===== src/rtl/prf_free_list_if.sv =====
// prf_free_list_if: allocate/free handshake between rename, commit and the physical-register free list
interface prf_free_list_if #(
  parameter int NUM_PHYS = 64,
  parameter int DEPTH    = 32
);
  localparam int TW = $clog2(NUM_PHYS);
  localparam int CW = $clog2(DEPTH) + 1;
  logic          alloc_req_i;
  logic [TW-1:0] alloc_prd_o;
  logic          alloc_valid_o;
  logic          free_req_i;
  logic [TW-1:0] free_prd_i;
  logic          empty_o;
  logic          full_o;
  logic [CW-1:0] count_o;
  logic          err_o;
  modport slave (
    input  alloc_req_i, free_req_i, free_prd_i,
    output alloc_prd_o, alloc_valid_o, empty_o, full_o, count_o, err_o
  );
  modport master (
    output alloc_req_i, free_req_i, free_prd_i,
    input  alloc_prd_o, alloc_valid_o, empty_o, full_o, count_o, err_o
  );
endinterface


===== src/rtl/prf_free_list.sv =====
// prf_free_list: circular FIFO of free physical tags plus a free bitmap that rejects illegal frees
module prf_free_list #(
  parameter int NUM_PHYS = 64,
  parameter int NUM_ARCH = 32,
  parameter int DEPTH    = 32
) (
  input logic           clk_i,
  input logic           reset_i,
  prf_free_list_if.slave fl
);
  localparam int TW = $clog2(NUM_PHYS);
  localparam int PW = $clog2(DEPTH);
  localparam int CW = PW + 1;
  logic [TW-1:0]       entry [DEPTH];
  logic [NUM_PHYS-1:0] free_map;
  logic [PW-1:0]       head, tail;
  logic [CW-1:0]       count;
  logic                err, full, pop, cand, accept;
  always_comb begin
    full             = count == CW'(DEPTH);
    pop              = fl.alloc_req_i && count != '0;
    cand             = fl.free_req_i && fl.free_prd_i != '0;
    // a tag still in the FIFO (including the one popping now) has its bit set, so it is a duplicate
    accept           = cand && !free_map[fl.free_prd_i] && (!full || pop);
    fl.alloc_prd_o   = entry[head];
    fl.alloc_valid_o = count != '0;
    fl.empty_o       = count == '0;
    fl.full_o        = full;
    fl.count_o       = count;
    fl.err_o         = err;
  end
  always_ff @(posedge clk_i) begin
    if (reset_i) begin
      for (int i = 0; i < DEPTH; i++) entry[i] <= TW'(NUM_ARCH + i);
      free_map <= {{(NUM_PHYS-NUM_ARCH){1'b1}}, {NUM_ARCH{1'b0}}};
      head     <= '0;
      tail     <= '0;
      count    <= CW'(DEPTH);
      err      <= 1'b0;
    end else begin
      if (pop) begin
        head                  <= head + 1'b1;
        free_map[entry[head]] <= 1'b0;
      end
      if (accept) begin
        entry[tail]              <= fl.free_prd_i;
        tail                     <= tail + 1'b1;
        free_map[fl.free_prd_i] <= 1'b1;
      end
      count <= count + CW'(accept) - CW'(pop);
      err   <= err | (cand && !accept);
    end
  end
endmodule


===== src/flat_wrapper.sv =====
// flat-port wrapper written by rule: the top's interface ports become plain ports
module prf_free_list_flat 
#(
  parameter int NUM_PHYS = 64,
  parameter int NUM_ARCH = 32,
  parameter int DEPTH    = 32
)
  (clk_i, reset_i, fl_alloc_req_i, fl_free_req_i, fl_free_prd_i, fl_alloc_prd_o, fl_alloc_valid_o, fl_empty_o, fl_full_o, fl_count_o, fl_err_o);
  prf_free_list_if #(.NUM_PHYS(NUM_PHYS), .DEPTH(DEPTH)) fl_i ();
  input logic clk_i;
  input logic reset_i;
  input wire logic [$bits(fl_i.alloc_req_i)-1:0] fl_alloc_req_i;
  input wire logic [$bits(fl_i.free_req_i)-1:0] fl_free_req_i;
  input wire logic [$bits(fl_i.free_prd_i)-1:0] fl_free_prd_i;
  output wire logic [$bits(fl_i.alloc_prd_o)-1:0] fl_alloc_prd_o;
  output wire logic [$bits(fl_i.alloc_valid_o)-1:0] fl_alloc_valid_o;
  output wire logic [$bits(fl_i.empty_o)-1:0] fl_empty_o;
  output wire logic [$bits(fl_i.full_o)-1:0] fl_full_o;
  output wire logic [$bits(fl_i.count_o)-1:0] fl_count_o;
  output wire logic [$bits(fl_i.err_o)-1:0] fl_err_o;
  assign fl_i.alloc_req_i = fl_alloc_req_i;
  assign fl_i.free_req_i = fl_free_req_i;
  assign fl_i.free_prd_i = fl_free_prd_i;
  assign fl_alloc_prd_o = fl_i.alloc_prd_o;
  assign fl_alloc_valid_o = fl_i.alloc_valid_o;
  assign fl_empty_o = fl_i.empty_o;
  assign fl_full_o = fl_i.full_o;
  assign fl_count_o = fl_i.count_o;
  assign fl_err_o = fl_i.err_o;
  prf_free_list #(.NUM_PHYS(NUM_PHYS), .NUM_ARCH(NUM_ARCH), .DEPTH(DEPTH)) u_core (.clk_i(clk_i), .reset_i(reset_i), .fl(fl_i));
endmodule

===== config.mk =====
export PLATFORM = sky130hd
export DESIGN_NAME = prf_free_list_flat
export DESIGN_NICKNAME = d
export VERILOG_FILES = /design/src/rtl/prf_free_list_if.sv /design/src/rtl/prf_free_list.sv /design/src/flat_wrapper.sv
export SDC_FILE = /design/constraint.sdc
export NUM_CORES = 1
export LEC_CHECK = 0
export CAP_MARGIN = 40
export CORE_ASPECT_RATIO = 1.75
export CORE_MARGIN = 8
export CORE_UTILIZATION = 55
export CTS_CLUSTER_SIZE = 25
export DETAILED_ROUTE_END_ITERATION = 7
export GPL_TIMING_DRIVEN = 0
export PLACE_DENSITY = 0.71
export SYNTH_ARGS = -nofsm -noshare
export SYNTH_HDL_FRONTEND = slang
export SYNTH_SLANG_ARGS = --single-unit
export TNS_END_PERCENT = 10

===== constraint.sdc =====
create_clock -name clk_i -period 6.96 [get_ports clk_i]
set_input_delay 1.392 -clock clk_i [delete_from_list [all_inputs] [get_ports clk_i]]
set_output_delay 1.392 -clock clk_i [all_outputs]
set_load 0.05 [all_outputs]

==> flow_summary.ini, run 1 <==
[logic_synthesis]
synth.most_common_cell = edfxtp_1
synth_xor_area_share_pct = 0.614
ys_warn_count = 0
synth_top_area_share_pct = 44.9
synth_top_family_by_area = simple AND/OR/NAND/NOR gates
ys_seq_area_share_pct = 58.2
synth_simple_gate_area_share_pct = 14.6
synth_edf_count = 192
yosys.area_share.adder_pct = 1.52
synthesis.instances = 1076
yosys_register_bits = 277
postSynthAreaPerCell_sq_um = 11.9
synth_compound_area_share_pct = 11.0
async_flop_share_pct = 0
ys.flop_type = edfxtp_1
synth.cells.most_frequent = 192 x edfxtp_1, 163 x nand2_1, 120 x nor2_1
synth.mux.area_fraction_pct = 10.7
syn_nets = 1101
yosys.area.top_type = edfxtp_1
netlist_area_sq_um = 12800
yosysUniqueCellTypes = 67
ys_top_cells_by_area = edfxtp_1 45%, dfxtp_1 13%, mux4_2 9.5%, nand2_1 4.8%, nor2_1 3.5%

[clocking]
clock-sinks = 277
holdBufCountCts = 0
clkSlewWorstSetupHoldPaths_ps = 60
clk_path_buf_depth = 3
cts_buffers = 25
ctsResizeCount = 0
insertion_delay_ps = 560
cts-root-buf = clkbuf_16
post_cts_buffers = 0
h-tree-depth = 1
tritoncts = built

[sta]
setup_viol = 0
finalHoldViolCount = 0
tightest_slew_ps = 911
finalWorstSetupSlack_ps = 1050
slew_headroom_pct = 38.7
fmax_mhz = 169
finalSetupTns_ps = 0
slew_violations = 0
fin_crit_sh_pct = 84.8
rsz0062_at_grt = false
finClkSkew_ps = 18.5
min_period_ps = 5910

[hold_path]
hp-class = reg2reg
whs_path_depth = 2

[outcome]
outcome = finished, final reports clean

[route]
antenna_left = 0
num_vias = 9580
drc = 0
vias_per_cell = 6.55
wire_per_inst_microns = 28.3
initialDrtViolationCount = 1047
wl_microns = 41400
first_pass_iters = 6

[placed_design]
placed_cells = 1420
hpwl_microns = 30100
port_buffers = 23
dp_slack_ps = 660
gp_congestion = 1.02

[worst_setup_path]
critical_path.max_fanout = 10
r2r_cells = 12
critPathKind = in2reg
cp-end-kind = flop
start_kind = input pin
crit_required_ps = 7210
arrival_ps = 6150

[power_and_ir_drop]
ir_worst_vdd_uv = 172
p_leak_nw = 4.40
powerDensity_nw_per_um2 = 284

[global_routing]
grt_pass1_wl_microns = 61100
overflow = 0
antenna_found_initial = 0
grt_max_degree = 16
grtUsageTotal_pct = 29.0
first_global_vias = 9646

[finish]
nets = 1169
drive_above_1_share_pct = 13.6
antenna-diode-count = 0
stdcell_count = 1463
area_delta_synth_final_pct = 11.3

[die]
die-area_sq_um = 28700
coreArea_sq_um = 23100
std_cell_rows = 74
fp.dieH_microns = 218
die_width_microns = 132
floorplan.initialDensity_pct = 55.5
ios = 26

[job]
drv_cap = 0
## cell usage in the layout (no fill, tap or decap), types with 8 or more instances in the layout
cell / count
edfxtp_1: 192
nand2_1: 163
nor2_1: 120
dfxtp_1: 85
mux4_2: 54
clkbuf_1: 49
o211ai_1: 40
o21ai_0: 37
buf_2: 30
a21o_1: 25
clkbuf_16: 25
inv_1: 24
clkdlybuf4s50_1: 23
a21oi_1: 21
o22ai_1: 20
o21ai_1: 20
nand3_1: 17
nor2b_1: 16
ha_1: 14
buf_4: 11
or3_1: 11
a221o_1: 10
nand2b_1: 9
o21a_1: 9
mux2i_1: 8
a211o_1: 8
## kinds of logic (layout without fill, tap and decap cells)
logic type,Yosys count,after routing
mux,68,68
simple gates,396,396
fa+ha+maj,15,15
compound gates,210,210
flops,277,277
buf+inv,101,184
xor+xnor,9,9
## per-layer routing
metal	vias up	wire, microns	track usage (%)
li1	4130	-	-
met1	4682	13200	29.2
met2	571	21100	50.9
met3	197	3110	4.94
met4	0	4010	25.9
met5	-	0	0
## worst max-delay path: stages
cell             delay [ps]
clkdlybuf4s50_1         740
buf_6                   210
clkbuf_1                520
mux2i_1                 340
a211oi_1                110
nor4b_1                 480
o31ai_1                 160
or4_4                   470
inv_1                   150
buf_2                   340
nand3_1                 410
o21ai_0                 530
buf_2                   270
## worst paths after layout
| kind | startpoint | to | slack [ps] |
|---|---|---|---|
| worst max-delay path | fl_free_prd_i[1] | u_core.entry[27][0] | 1050 |
| worst min-delay path | u_core.free_map[34] | u_core.free_map[34] | 460 |
| worst max register to register | u_core.fl.count_o[2] | u_core.entry[27][0] | 2550 |
| worst min register to register | u_core.free_map[34] | u_core.free_map[34] | 460 |
## power by group
| group | switching [mW] | total (mW) | internal (mW) |
|---|---|---|---|
| Sequential | 0.0386 | 1.85 | 1.82 |
| Combinational | 0.607 | 0.907 | 0.300 |
| Clock | 0.607 | 1.30 | 0.694 |
| Total | 1.25 | 4.06 | 2.81 |
## per-stage QoR
stage | util [%] | power, mW | instance area, sq um | hold slack [ps]
2_1_floorplan | - | 2.47 | 12800 | 431
3_3_place_gp | 58.1 | 2.76 | 13500 | 443
3_5_place_dp | 58.6 | 2.78 | 13600 | 449
4_1_cts | 61.7 | 4.04 | 14300 | 458
5_1_grt | 61.7 | 4.18 | 14300 | 486
6_report | 61.7 | 4.06 | 14300 | 457
## final cells by class
class	count	area, sq um
buffer	74	335
clock buffer	32	652
clock inverter	10	70.1
fill	1874	8860
inverter	27	101
multi-input combinational	698	4940
sequential	277	7470
tap	304	380
timing repair buffer	41	349
## flip-flops by register name, indices dropped and copies added (netlist names), named ones only
signal / cells
u_core.fl.err_o: 1
u_core.tail: 5
u_core.fl.count_o: 6
u_core.entry: 192
u_core.free_map: 63
u_core.head: 5
(Power assumes the default switching activity.)
==> inputs of run 2 (changes only) <==
Settings changed: PLACE_DENSITY 0.71 to 0.74.
Clock period 6.96 ns to 4.8 ns, I/O delays scaled along.
==> run 2 against run 1 <==
The flow now finishes with violations (setup timing); combinational power grew 47%; routed wire length rose by 1.4%; cell count hardly changed; critical endpoint is now fl_alloc_prd_o[4]; highest routed layer unchanged; first-iteration DRC count is 16% higher.
==> flow_summary.ini, run 2 (synthesis results as in run 1) <==
[finish]
layout_commonest_cell = edfxtp_1
largest_reg_flops = 192
largest_register = u_core.entry
nets = 1168
layout_common_cells = 192 x edfxtp_1, 163 x nand2_1, 120 x nor2_1
antenna-diode-count = 0
area_delta_synth_final_pct = 12.4
drive_above_1_share_pct = 14.8

[clocking]
clkSlewWorstSetupHoldPaths_ps = 70
holdBufCountCts = 0
insertion_delay_ps = 550
cts-root-buf = clkbuf_16
clk_path_buf_depth = 3
tritoncts = built
cts_buffers = 24
h-tree-depth = 1
post_cts_buffers = 0
clock-sinks = 277

[power_and_ir_drop]
power_switching_mw = 1.85
p_clk_share_pct = 33.4
powerDensity_nw_per_um2 = 418
combPwrFrac_pct = 22.1
switching_share_pct = 30.6
ir_worst_vdd_uv = 246
p_leak_nw = 4.47
p_total_mw = 6.04
p_seq_share_pct = 44.5
internal_power_mw = 4.19

[placed_design]
gp_congestion = 1.02
port_buffers = 23
hpwl_microns = 30000

[sta]
slew_headroom_pct = 40.4
fin_crit_sh_pct = 102
setup_viol = 1
tightest_slew_ps = 892
fmax_mhz = 205
finalWorstSetupSlack_ps = -81.6
hold_slack_ps = 460
rsz0062_at_grt = true
finClkSkew_ps = 12.8
slew_violations = 0
min_period_ps = 4880
finalHoldViolCount = 0

[global_routing]
busiest_layer = met2
grtUsageTotal_pct = 29.3
grt_max_degree = 18
antenna_found_initial = 0
overflow = 0
grt_pass1_wl_microns = 61600
first_global_vias = 9661
met2_usage_pct = 51.0
use_met3_pct = 5.40
met1_usage_pct = 29.3

[route]
vias_per_cell = 6.65
drc = 0
num_vias = 9729
wire_per_inst_microns = 28.7
initialDrtViolationCount = 1219
first_pass_iters = 6
antenna_left = 0
wl_microns = 42000

[worst_setup_path]
arrival_ps = 3920
critical_path.max_fanout = 10
cp_top_family = buffers and inverters
critPathKind = reg2out
cp_cell_sequence = buf_2 > buf_4 > buf_4 > mux4_2 > mux4_2 > mux2_2 > clkbuf_1 > dlygate4sd2_1
start_kind = flop
r2r_cells = 18
critical_path_depth = 8
cp_slowest_cell = mux4_2
cp-end-kind = output pin
critPathBufInv = 5
crit_required_ps = 3840
crit_path_max_incr_delay_ps = 520

[die]
ios = 26
coreArea_sq_um = 23100
std_cell_rows = 74
floorplan.initialDensity_pct = 55.5
die_width_microns = 132
die-area_sq_um = 28700
fp.dieH_microns = 218

[hold_path]
hp-class = reg2reg
whs_path_depth = 2

[outcome]
violations = setup timing
outcome = complete, but fails checks

[job]
drv_cap = 0
run 2: cell count changes in the layout (fill, tap and decap cells not counted), sizes merged:
cell and delta:
bufinv +2, clkinv +2, dlygate4sd2 +1, inv +2, clkdlybuf4s50 -3, dlymetal6s2s +2
buf -1, clkbuf -4
run 2: metrics by stage:
step           area, sq um  setup TNS (ps)  util, %  setup WS (ps)  cells
2_1_floorplan        12800               0        -            630   1076
3_3_place_gp         13500         -171520     58.1          -1470   1403
3_5_place_dp         13600         -144710     58.6          -1090   1421
4_1_cts              14400           -7.56     62.2          -7.56   1464
5_1_grt              14400            -137     62.4           -137   1464
6_report             14400           -81.6     62.4          -81.6   1464
run 2: path summary, 6_finish.rpt:
kind	startpoint	end	slack, ps
min	u_core.free_map[33]	u_core.free_map[33]	460
max reg2reg	u_core.fl.count_o[3]	u_core.fl.count_o[4]	760
max	flop	fl_alloc_prd_o[4]	-80
min reg2reg	u_core.free_map[33]	u_core.free_map[33]	460
run 2: what timing repair did:
item	4_1_cts	5_1_grt
gates resized for setup	15	10
endpoints found under the setup margin	41	44
pin swaps	0	0
run 2: layout make-up:
cell class	instances	area, sq um
fillers	1832	8710
flip-flops and latches	277	7470
multi-input cells	698	4990
clock buffers	27	633
well taps	304	380
repair buffers	41	358
plain buffers	74	352
clock inverters	16	158
inverters	27	101
run 2: power groups by stage:
stage | Combinational [mW] | Clock [mW] | Sequential [mW]
3_3_place_gp | 1.27 | 0 | 2.73
2_1_floorplan | 0.789 | 0 | 2.80
5_1_grt | 1.40 | 2.10 | 2.69
4_1_cts | 1.30 | 2.01 | 2.69
3_5_place_dp | 1.29 | 0 | 2.74
6_report | 1.33 | 2.02 | 2.69
run 2: worst reg2reg max path, delay by kind of cell, from the launching register on:
family,cells,cell delay [ps]
buffers and inverters,5,610
adder cells (fa/ha/maj),3,780
XOR/XNOR,1,140
AO/OA/AOI/OAI,2,330
flip-flops,1,380
AND/OR/NAND/NOR,7,1670
run 2: layer usage:
| metal | part of all wire, % | up-vias |
|---|---|---|
| li1 | - | 4126 |
| met5 | 0 | - |
| met3 | 8.5 | 224 |
| met4 | 11 | 0 |
| met2 | 50 | 657 |
| met1 | 31 | 4722 |
